<file path="src/rtl/bus_qos_arbiter.sv">
// Three-master QoS bus arbiter: SPI > DMEM > DMA base priority, aged requesters
// promoted, bounded hold time with forced handover only when others are waiting.
module bus_qos_arbiter #(
  parameter int unsigned MAX_HOLD  = 16,
  parameter int unsigned AGE_LIMIT = 8
) (
  input  logic       i_clk,
  input  logic       i_rst_n,
  input  logic       i_req_spi,
  output logic       o_gnt_spi,
  input  logic       i_req_dmem,
  output logic       o_gnt_dmem,
  input  logic       i_req_dma,
  output logic       o_gnt_dma,
  output logic [1:0] o_owner,
  output logic       o_busy
);

  typedef enum logic [1:0] {
    IDLE     = 2'd0,
    OWN_SPI  = 2'd1,
    OWN_DMEM = 2'd2,
    OWN_DMA  = 2'd3
  } state_t;

  localparam logic [7:0] HOLD_SAT = 8'(MAX_HOLD - 1);
  localparam logic [7:0] AGE_SAT  = 8'(AGE_LIMIT);

  state_t     r_state;
  state_t     w_next;
  logic [7:0] r_hold;
  logic [7:0] r_wait [3];
  logic [2:0] r_gnt;

  logic [2:0] w_req;
  logic [2:0] w_aged;
  logic [2:0] w_own_mask;
  logic [2:0] w_others;
  logic       w_own_req;

  // Bit order everywhere: [0]=SPI, [1]=DMEM, [2]=DMA (also base priority order).
  assign w_req = {i_req_dma, i_req_dmem, i_req_spi};

  always_comb begin
    w_aged = '0;
    for (int unsigned i = 0; i < 3; i++) begin
      w_aged[i] = (r_wait[i] == AGE_SAT);
    end
  end

  always_comb begin
    w_own_mask = '0;
    case (r_state)
      OWN_SPI:  w_own_mask = 3'b001;
      OWN_DMEM: w_own_mask = 3'b010;
      OWN_DMA:  w_own_mask = 3'b100;
      default:  w_own_mask = '0;
    endcase
  end

  assign w_others  = w_req & ~w_own_mask;
  assign w_own_req = |(w_req & w_own_mask);

  function automatic state_t pick(input logic [2:0] mask, input logic [2:0] aged);
    logic [2:0] aged_m;
    logic [2:0] cand;
    state_t     win;
    aged_m = mask & aged;
    cand   = (|aged_m) ? aged_m : mask;
    win    = IDLE;
    if (cand[0])      win = OWN_SPI;
    else if (cand[1]) win = OWN_DMEM;
    else if (cand[2]) win = OWN_DMA;
    return win;
  endfunction

  always_comb begin
    w_next = r_state;
    case (r_state)
      IDLE: w_next = pick(w_req, w_aged);
      default: begin
        if (!w_own_req) begin
          w_next = pick(w_others, w_aged);
        end else if ((r_hold == HOLD_SAT) && (|w_others)) begin
          w_next = pick(w_others, w_aged);
        end
      end
    endcase
  end

  always_ff @(posedge i_clk or negedge i_rst_n) begin
    if (!i_rst_n) begin
      r_state <= IDLE;
      r_gnt   <= '0;
    end else begin
      r_state <= w_next;
      case (w_next)
        OWN_SPI:  r_gnt <= 3'b001;
        OWN_DMEM: r_gnt <= 3'b010;
        OWN_DMA:  r_gnt <= 3'b100;
        default:  r_gnt <= '0;
      endcase
    end
  end

  // Hold counter restarts on any entry into an OWN state, owner-to-owner included.
  always_ff @(posedge i_clk or negedge i_rst_n) begin
    if (!i_rst_n) begin
      r_hold <= '0;
    end else if ((w_next != IDLE) && (w_next == r_state)) begin
      r_hold <= (r_hold == HOLD_SAT) ? HOLD_SAT : r_hold + 8'd1;
    end else begin
      r_hold <= '0;
    end
  end

  always_ff @(posedge i_clk or negedge i_rst_n) begin
    if (!i_rst_n) begin
      for (int unsigned i = 0; i < 3; i++) begin
        r_wait[i] <= '0;
      end
    end else begin
      for (int unsigned i = 0; i < 3; i++) begin
        if (w_req[i] && !w_own_mask[i]) begin
          r_wait[i] <= (r_wait[i] == AGE_SAT) ? AGE_SAT : r_wait[i] + 8'd1;
        end else begin
          r_wait[i] <= '0;
        end
      end
    end
  end

  assign o_owner    = r_state;
  assign o_gnt_spi  = r_gnt[0];
  assign o_gnt_dmem = r_gnt[1];
  assign o_gnt_dma  = r_gnt[2];
  assign o_busy     = |r_gnt;

endmodule

</file>
<file path="config.mk">
export PLATFORM = sky130hd
export DESIGN_NAME = bus_qos_arbiter
export DESIGN_NICKNAME = d
export VERILOG_FILES = /design/src/rtl/bus_qos_arbiter.sv
export SDC_FILE = /design/constraint.sdc
export NUM_CORES = 1
export LEC_CHECK = 0
export CAP_MARGIN = 10
export CORE_MARGIN = 2
export CORE_UTILIZATION = 58
export CTS_BUF_LIST = sky130_fd_sc_hd__clkbuf_16
export DETAILED_ROUTE_END_ITERATION = 8
export PLACE_DENSITY = 0.78
export SYNTH_ARGS = -nofsm -noshare
export SYNTH_HDL_FRONTEND = slang
export SYNTH_SLANG_ARGS = --single-unit
</file>
<file path="constraint.sdc">
create_clock -name i_clk -period 2.5 [get_ports i_clk]
set_input_delay 0.5 -clock i_clk [delete_from_list [all_inputs] [get_ports i_clk]]
set_output_delay 0.5 -clock i_clk [all_outputs]
set_load 0.01 [all_outputs]
</file>
Yosys cells after proc, flatten, opt, wreduce, memory -nomap -nowiden
Cells that the tools add are included.
{"block": "word_totals", "reg_bits": 37, "in_bits": 5, "out_inout_bits": 6, "wordCells": 62}
{"block": "classes", "n_addsub": 4, "eq_ne": 11, "muxes": 21, "bitwise_logic": 5, "n_reduce_logical": 15}
{"operator": "$mux 8", "count": 8}
{"operator": "$add 8x1->8 const B", "count": 4}
{"operator": "$eq 8x4->1 const B", "count": 4}
{"operator": "$mux 2", "count": 9}
{"operator": "$pmux 3 s3", "count": 2}
{"operator": "$reduce_or 3->1", "count": 5}
{"operator": "$and 3x3->3", "count": 4}
{"operator": "$eq 2x2->1 const B", "count": 4}
{"operator": "$mux 3", "count": 2}
{"operator": "$logic_and 1x1->1", "count": 5}
{"operator": "$eq 2x1->1 const B", "count": 2}
{"operator": "$logic_not 1->1", "count": 3}
{"operator": "$not 3->3", "count": 1}
{"operator": "$eq 2x2->1", "count": 1}
{"operator": "$logic_not 2->1", "count": 1}
{"operator": "$reduce_bool 2->1", "count": 1}

Depth between registers and ports, before layout
{"block": "logic_depth", "word_depth": 16, "mapped_depth": 8, "ltp_nobuf": 8}

Worst setup path before layout
No wires, ideal clock.
{"block": "synth_path", "path_kind": "register to register", "start": "reg r_wait[13] (netlist name)", "end": "reg r_gnt[1]", "setup_time_ps": 66, "arrival_time_ps": 2011, "required_ps": 2434, "slack_ps": 423, "path_stages_with_launch": 7, "path_buffers": 0, "synth_period_minus_slack_ps": 2077, "cell_sequence": "dfrtp_1 > or4_4 > nor3_4 > a22oi_2 > a2111o_1 > o221ai_2 > and2_1"}
{"block": "synth_between", "elab_chain_len": 12, "word_cells_on_any_way": 20, "classes_between": "eq/ne (4); mux (12); bitwise (2); reduce/logical (2)"}
{"element": "start, declared", "line_no": "32", "text": "logic [7:0] r_wait [3];"}
{"element": "start signal, assigned by index", "line_no": "125", "text": "r_wait[i] <= (r_wait[i] == AGE_SAT) ? AGE_SAT : r_wait[i] + 8'd1;"}
{"element": "$eq 8x4->1 *", "line_no": "47", "text": "w_aged[i] = (r_wait[i] == AGE_SAT);"}
{"element": "$and 3x3->3", "line_no": "68", "text": "aged_m = mask & aged;"}
{"element": "$reduce_or 3->1", "line_no": "69", "text": "cand = (|aged_m) ? aged_m : mask;"}
{"element": "$mux 3", "line_no": "69"}
{"element": "$mux 2", "line_no": "73", "text": "else if (cand[2]) win = OWN_DMA;"}
{"element": "$mux 2", "line_no": "72", "text": "else if (cand[1]) win = OWN_DMEM;"}
{"element": "$mux 2", "line_no": "71", "text": "if (cand[0]) win = OWN_SPI;"}
{"element": "$mux 2", "line_no": "84", "text": "end else if ((r_hold == HOLD_SAT) && (|w_others)) begin"}
{"element": "$mux 2", "line_no": "82", "text": "if (!w_own_req) begin"}
{"element": "$mux 2 *", "line_no": "79", "text": "case (r_state)"}
{"element": "$eq 2x2->1 or $eq 2x1->1 (tied branches)", "line_no": "97", "text": "case (w_next)"}
{"element": "$pmux 3 s3 *", "line_no": "97"}
{"element": "end signal, assigned", "line_no": "98", "text": "OWN_SPI: r_gnt <= 3'b001;"}
{"element": "end signal, assigned", "line_no": "99", "text": "OWN_DMEM: r_gnt <= 3'b010;"}
{"element": "end signal, assigned", "line_no": "100", "text": "OWN_DMA: r_gnt <= 3'b100;"}
{"element": "end, declared", "line_no": "33", "text": "logic [2:0] r_gnt;"}
Every way passes the cells marked *; elsewhere a longest branch is shown, timed or not.

Worst setup path in the final report
Ends and elaborated chain as after synthesis.

==> results_dict.tcl <==
set metrics [dict create \
    power_density_mw_per_mm2 880 \
    skew_ps 2.21 \
    final_common_cell "dfrtp_1" \
    grt_pass1_wl_um 5940 \
    grt_remaining_overflow 0 \
    root_buffer "clkbuf_16" \
    row_count 20 \
    whs_path_depth 1 \
    start_util_pct 61.7 \
    path_clk_slew_ps 50 \
    wl_per_cell_um 13.7 \
    h-tree-depth 2 \
    finalCritPeriodShare_pct 89.4 \
    ctsResizeCount 0 \
    setup_viol 0 \
    min_from "r_wait[16]$_DFF_PN0_" \
    layout_common_cells "dfrtp_1, nor2_1, xor2_1, nand3_1" \
    nets 225 \
    syn_nets 204 \
    cts_setup_buffers 0 \
    crit_buf_inv 0 \
    setup_ws_ps 265 \
    avgViaCountPerCell 5.67 \
    track_usage_pct 22.1 \
    synth_seq_area_share_pct 48.8 \
    r2r_start "r_wait[13]$_DFF_PN0_" \
    crit_type "flip-flop to flip-flop" \
    async_flop_share_pct 100 \
    yosys-top-cells-area "dfrtp_1, nor2_1, xor2_1" \
    fin_crit_ps 2230 \
    antenna_found_initial 0 \
    core_area_sq_mm 0.00308 \
    clk_latency_ps 280 \
    worst_setup_path_end_kind "flip-flop" \
    clock_path_buffers 2 \
    synthToLayoutAreaGrowth_pct 17.1 \
    synth_top_area_share_pct 48.8 \
    power_leakage_nw 1.01 \
    ant_nets 0 \
    cp.depth 6 \
    drv_slew 0 \
    synth_edf_count 0 \
    setup-tns-final_ps 0 \
    avgSynthCellArea_sq_um 9.89 \
    cp.required_ps 2710 \
    synth_area_sq_mm 0.00190 \
    wirelength_um 3520 \
    whs_endpoint "r_wait[16]$_DFF_PN0_" \
    cpPeakStageDelay_ps 560 \
    reg2reg_slack_ps 270 \
    diodes 0 \
    rr_endpoint "r_gnt[1]$_DFF_PN0_" \
    ir_drop_mv 0.533 \
    min_path_type "flip-flop to flip-flop" \
    drv_cap 0 \
    die_h_um 61.2 \
    rsz0062_at_grt "no" \
    gp_congestion 0.839 \
    ys_types 42 \
    cts_sinks 37 \
    num_vias 1457 \
    die_area_sq_mm 0.00375 \
    synthCells 192 \
    cp-start-kind "flip-flop" \
    synth.largest_area_cell "dfrtp_1" \
    cts_tree "built" \
    firstDrtPassIters 4 \
    ctsHoldBuffers 0 \
    synthFlopType "dfrtp_1" \
    dr.first_iter.drc_count 77 \
    slew_headroom_pct 68.5 \
    cp_max_fo 6 \
    synth-warning-count 0 \
    boundaryPins 11 \
    drc_errors 0 \
    first_global_vias 1417 \
    finalHoldViolations 0 \
    die_x_um 61.2 \
    slowest_stage "or4_4" \
    dp_slack_ps 127 \
    drive_above_1_share_pct 7.51 \
    cts_buffers 5 \
    dp_hpwl_um 2470 \
    fmax_mhz 447 \
    r2r_cells 6 \
    port_buffers 10 \
    status "finished clean" \
    grt_max_degree 38 \
    ys_ff_latch 37 \
    arrival_ps 2450 \
    critical-path-top-delay-family "simple AND/OR/NAND/NOR gates" \
    worst_pin_slew_ps 468 \
    worstPathCellList "or4_4 -> nor3_4 -> a22oi_2 -> a2111o_1 -> o221ai_2 -> and2_1" \
]
[power by group]
group / total, mW / internal (mW) / switching [mW]
Sequential: 0.803 / 0.694 / 0.110
Clock: 0.571 / 0.356 / 0.216
Combinational: 0.580 / 0.286 / 0.294
[worst reg2reg max path: stages, from the launching register on]
cell and delay (ps):
dfrtp_1 410, or4_4 570, nor3_4 280, a22oi_2 150, a2111o_1 400, o221ai_2 220
and2_1 160
[cells in the mapped netlist, types with 2 or more instances]
| cell type | n |
|---|---|
| nor4_1 | 2 |
| and3_1 | 7 |
| ha_1 | 7 |
| or2_1 | 2 |
| and2_1 | 5 |
| nor2b_1 | 5 |
| nand3_1 | 12 |
| nor2_1 | 34 |
| o21ai_0 | 2 |
| dfrtp_1 | 37 |
| nand2b_1 | 4 |
| inv_1 | 9 |
| a21oi_1 | 6 |
| xnor2_1 | 8 |
| xor2_1 | 14 |
| nand2_1 | 10 |
| nor3_1 | 3 |
[cell families (layout without fill, tap and decap cells)]
family | count (synthesis) | after routing | share of synthesized area, %
AOI/OAI and AO/OA | 21 | 21 | 8.44
xor gates and xnor gates | 22 | 22 | 10.2
adders and majority gates | 7 | 7 | 4.61
buffers and inverters | 11 | 32 | 2.24
DFF | 37 | 37 | 48.8
muxes | 1 | 1 | 0.593
and+or+nand+nor | 93 | 93 | 25.2
[cell type report]
class                      count  area (sq um)
clock buffer                   5           125
clock inverter                 2          7.51
fill                         238           856
inverter                       9          33.8
multi-input combinational    144           930
sequential                    37           926
tap                           44          55.1
timing repair buffer          16           145
[how the worst max path moves through the flow]
stage / startpoint / to / slack (ps)
3_3_place_gp: i_req_dma / r_gnt[1]$_DFF_PN0_ / 180
6_report: r_wait[13]$_DFF_PN0_ / r_gnt[1]$_DFF_PN0_ / 270
5_1_grt: r_wait[13]$_DFF_PN0_ / r_gnt[1]$_DFF_PN0_ / 140
3_5_place_dp: i_req_dma / r_gnt[1]$_DFF_PN0_ / 130
4_1_cts: r_wait[13]$_DFF_PN0_ / r_gnt[1]$_DFF_PN0_ / 250
2_1_floorplan: r_wait[13]$_DFF_PN0_ / r_gnt[1]$_DFF_PN0_ / 420
[stage by stage]
stage	total power, mW	hold slack, ps	cells	area [sq um]	util, %
6_report	1.96	502	257	2220	72.2
5_1_grt	2.08	524	257	2220	72.2
4_1_cts	1.97	498	257	2220	72.2
3_5_place_dp	1.39	487	250	2090	67.9
3_3_place_gp	1.36	481	250	2090	67.9
2_1_floorplan	1.16	204	192	1900	-
[per-layer routing]
metal	vias up	global-route usage, %	wire length, um
met3	13	6.93	138
met4	0	12.7	104
li1	696	-	-
met1	714	26.2	1580
met5	-	0	0
met2	34	35.6	1700
[flip-flops by register name, summed over array words and instances, names as in the netlist]
| name | flops |
|---|---|
| r_wait | 24 |
| r_hold | 8 |
| o_owner | 2 |
| r_gnt | 3 |
Power figures use the tool's default switching activity.
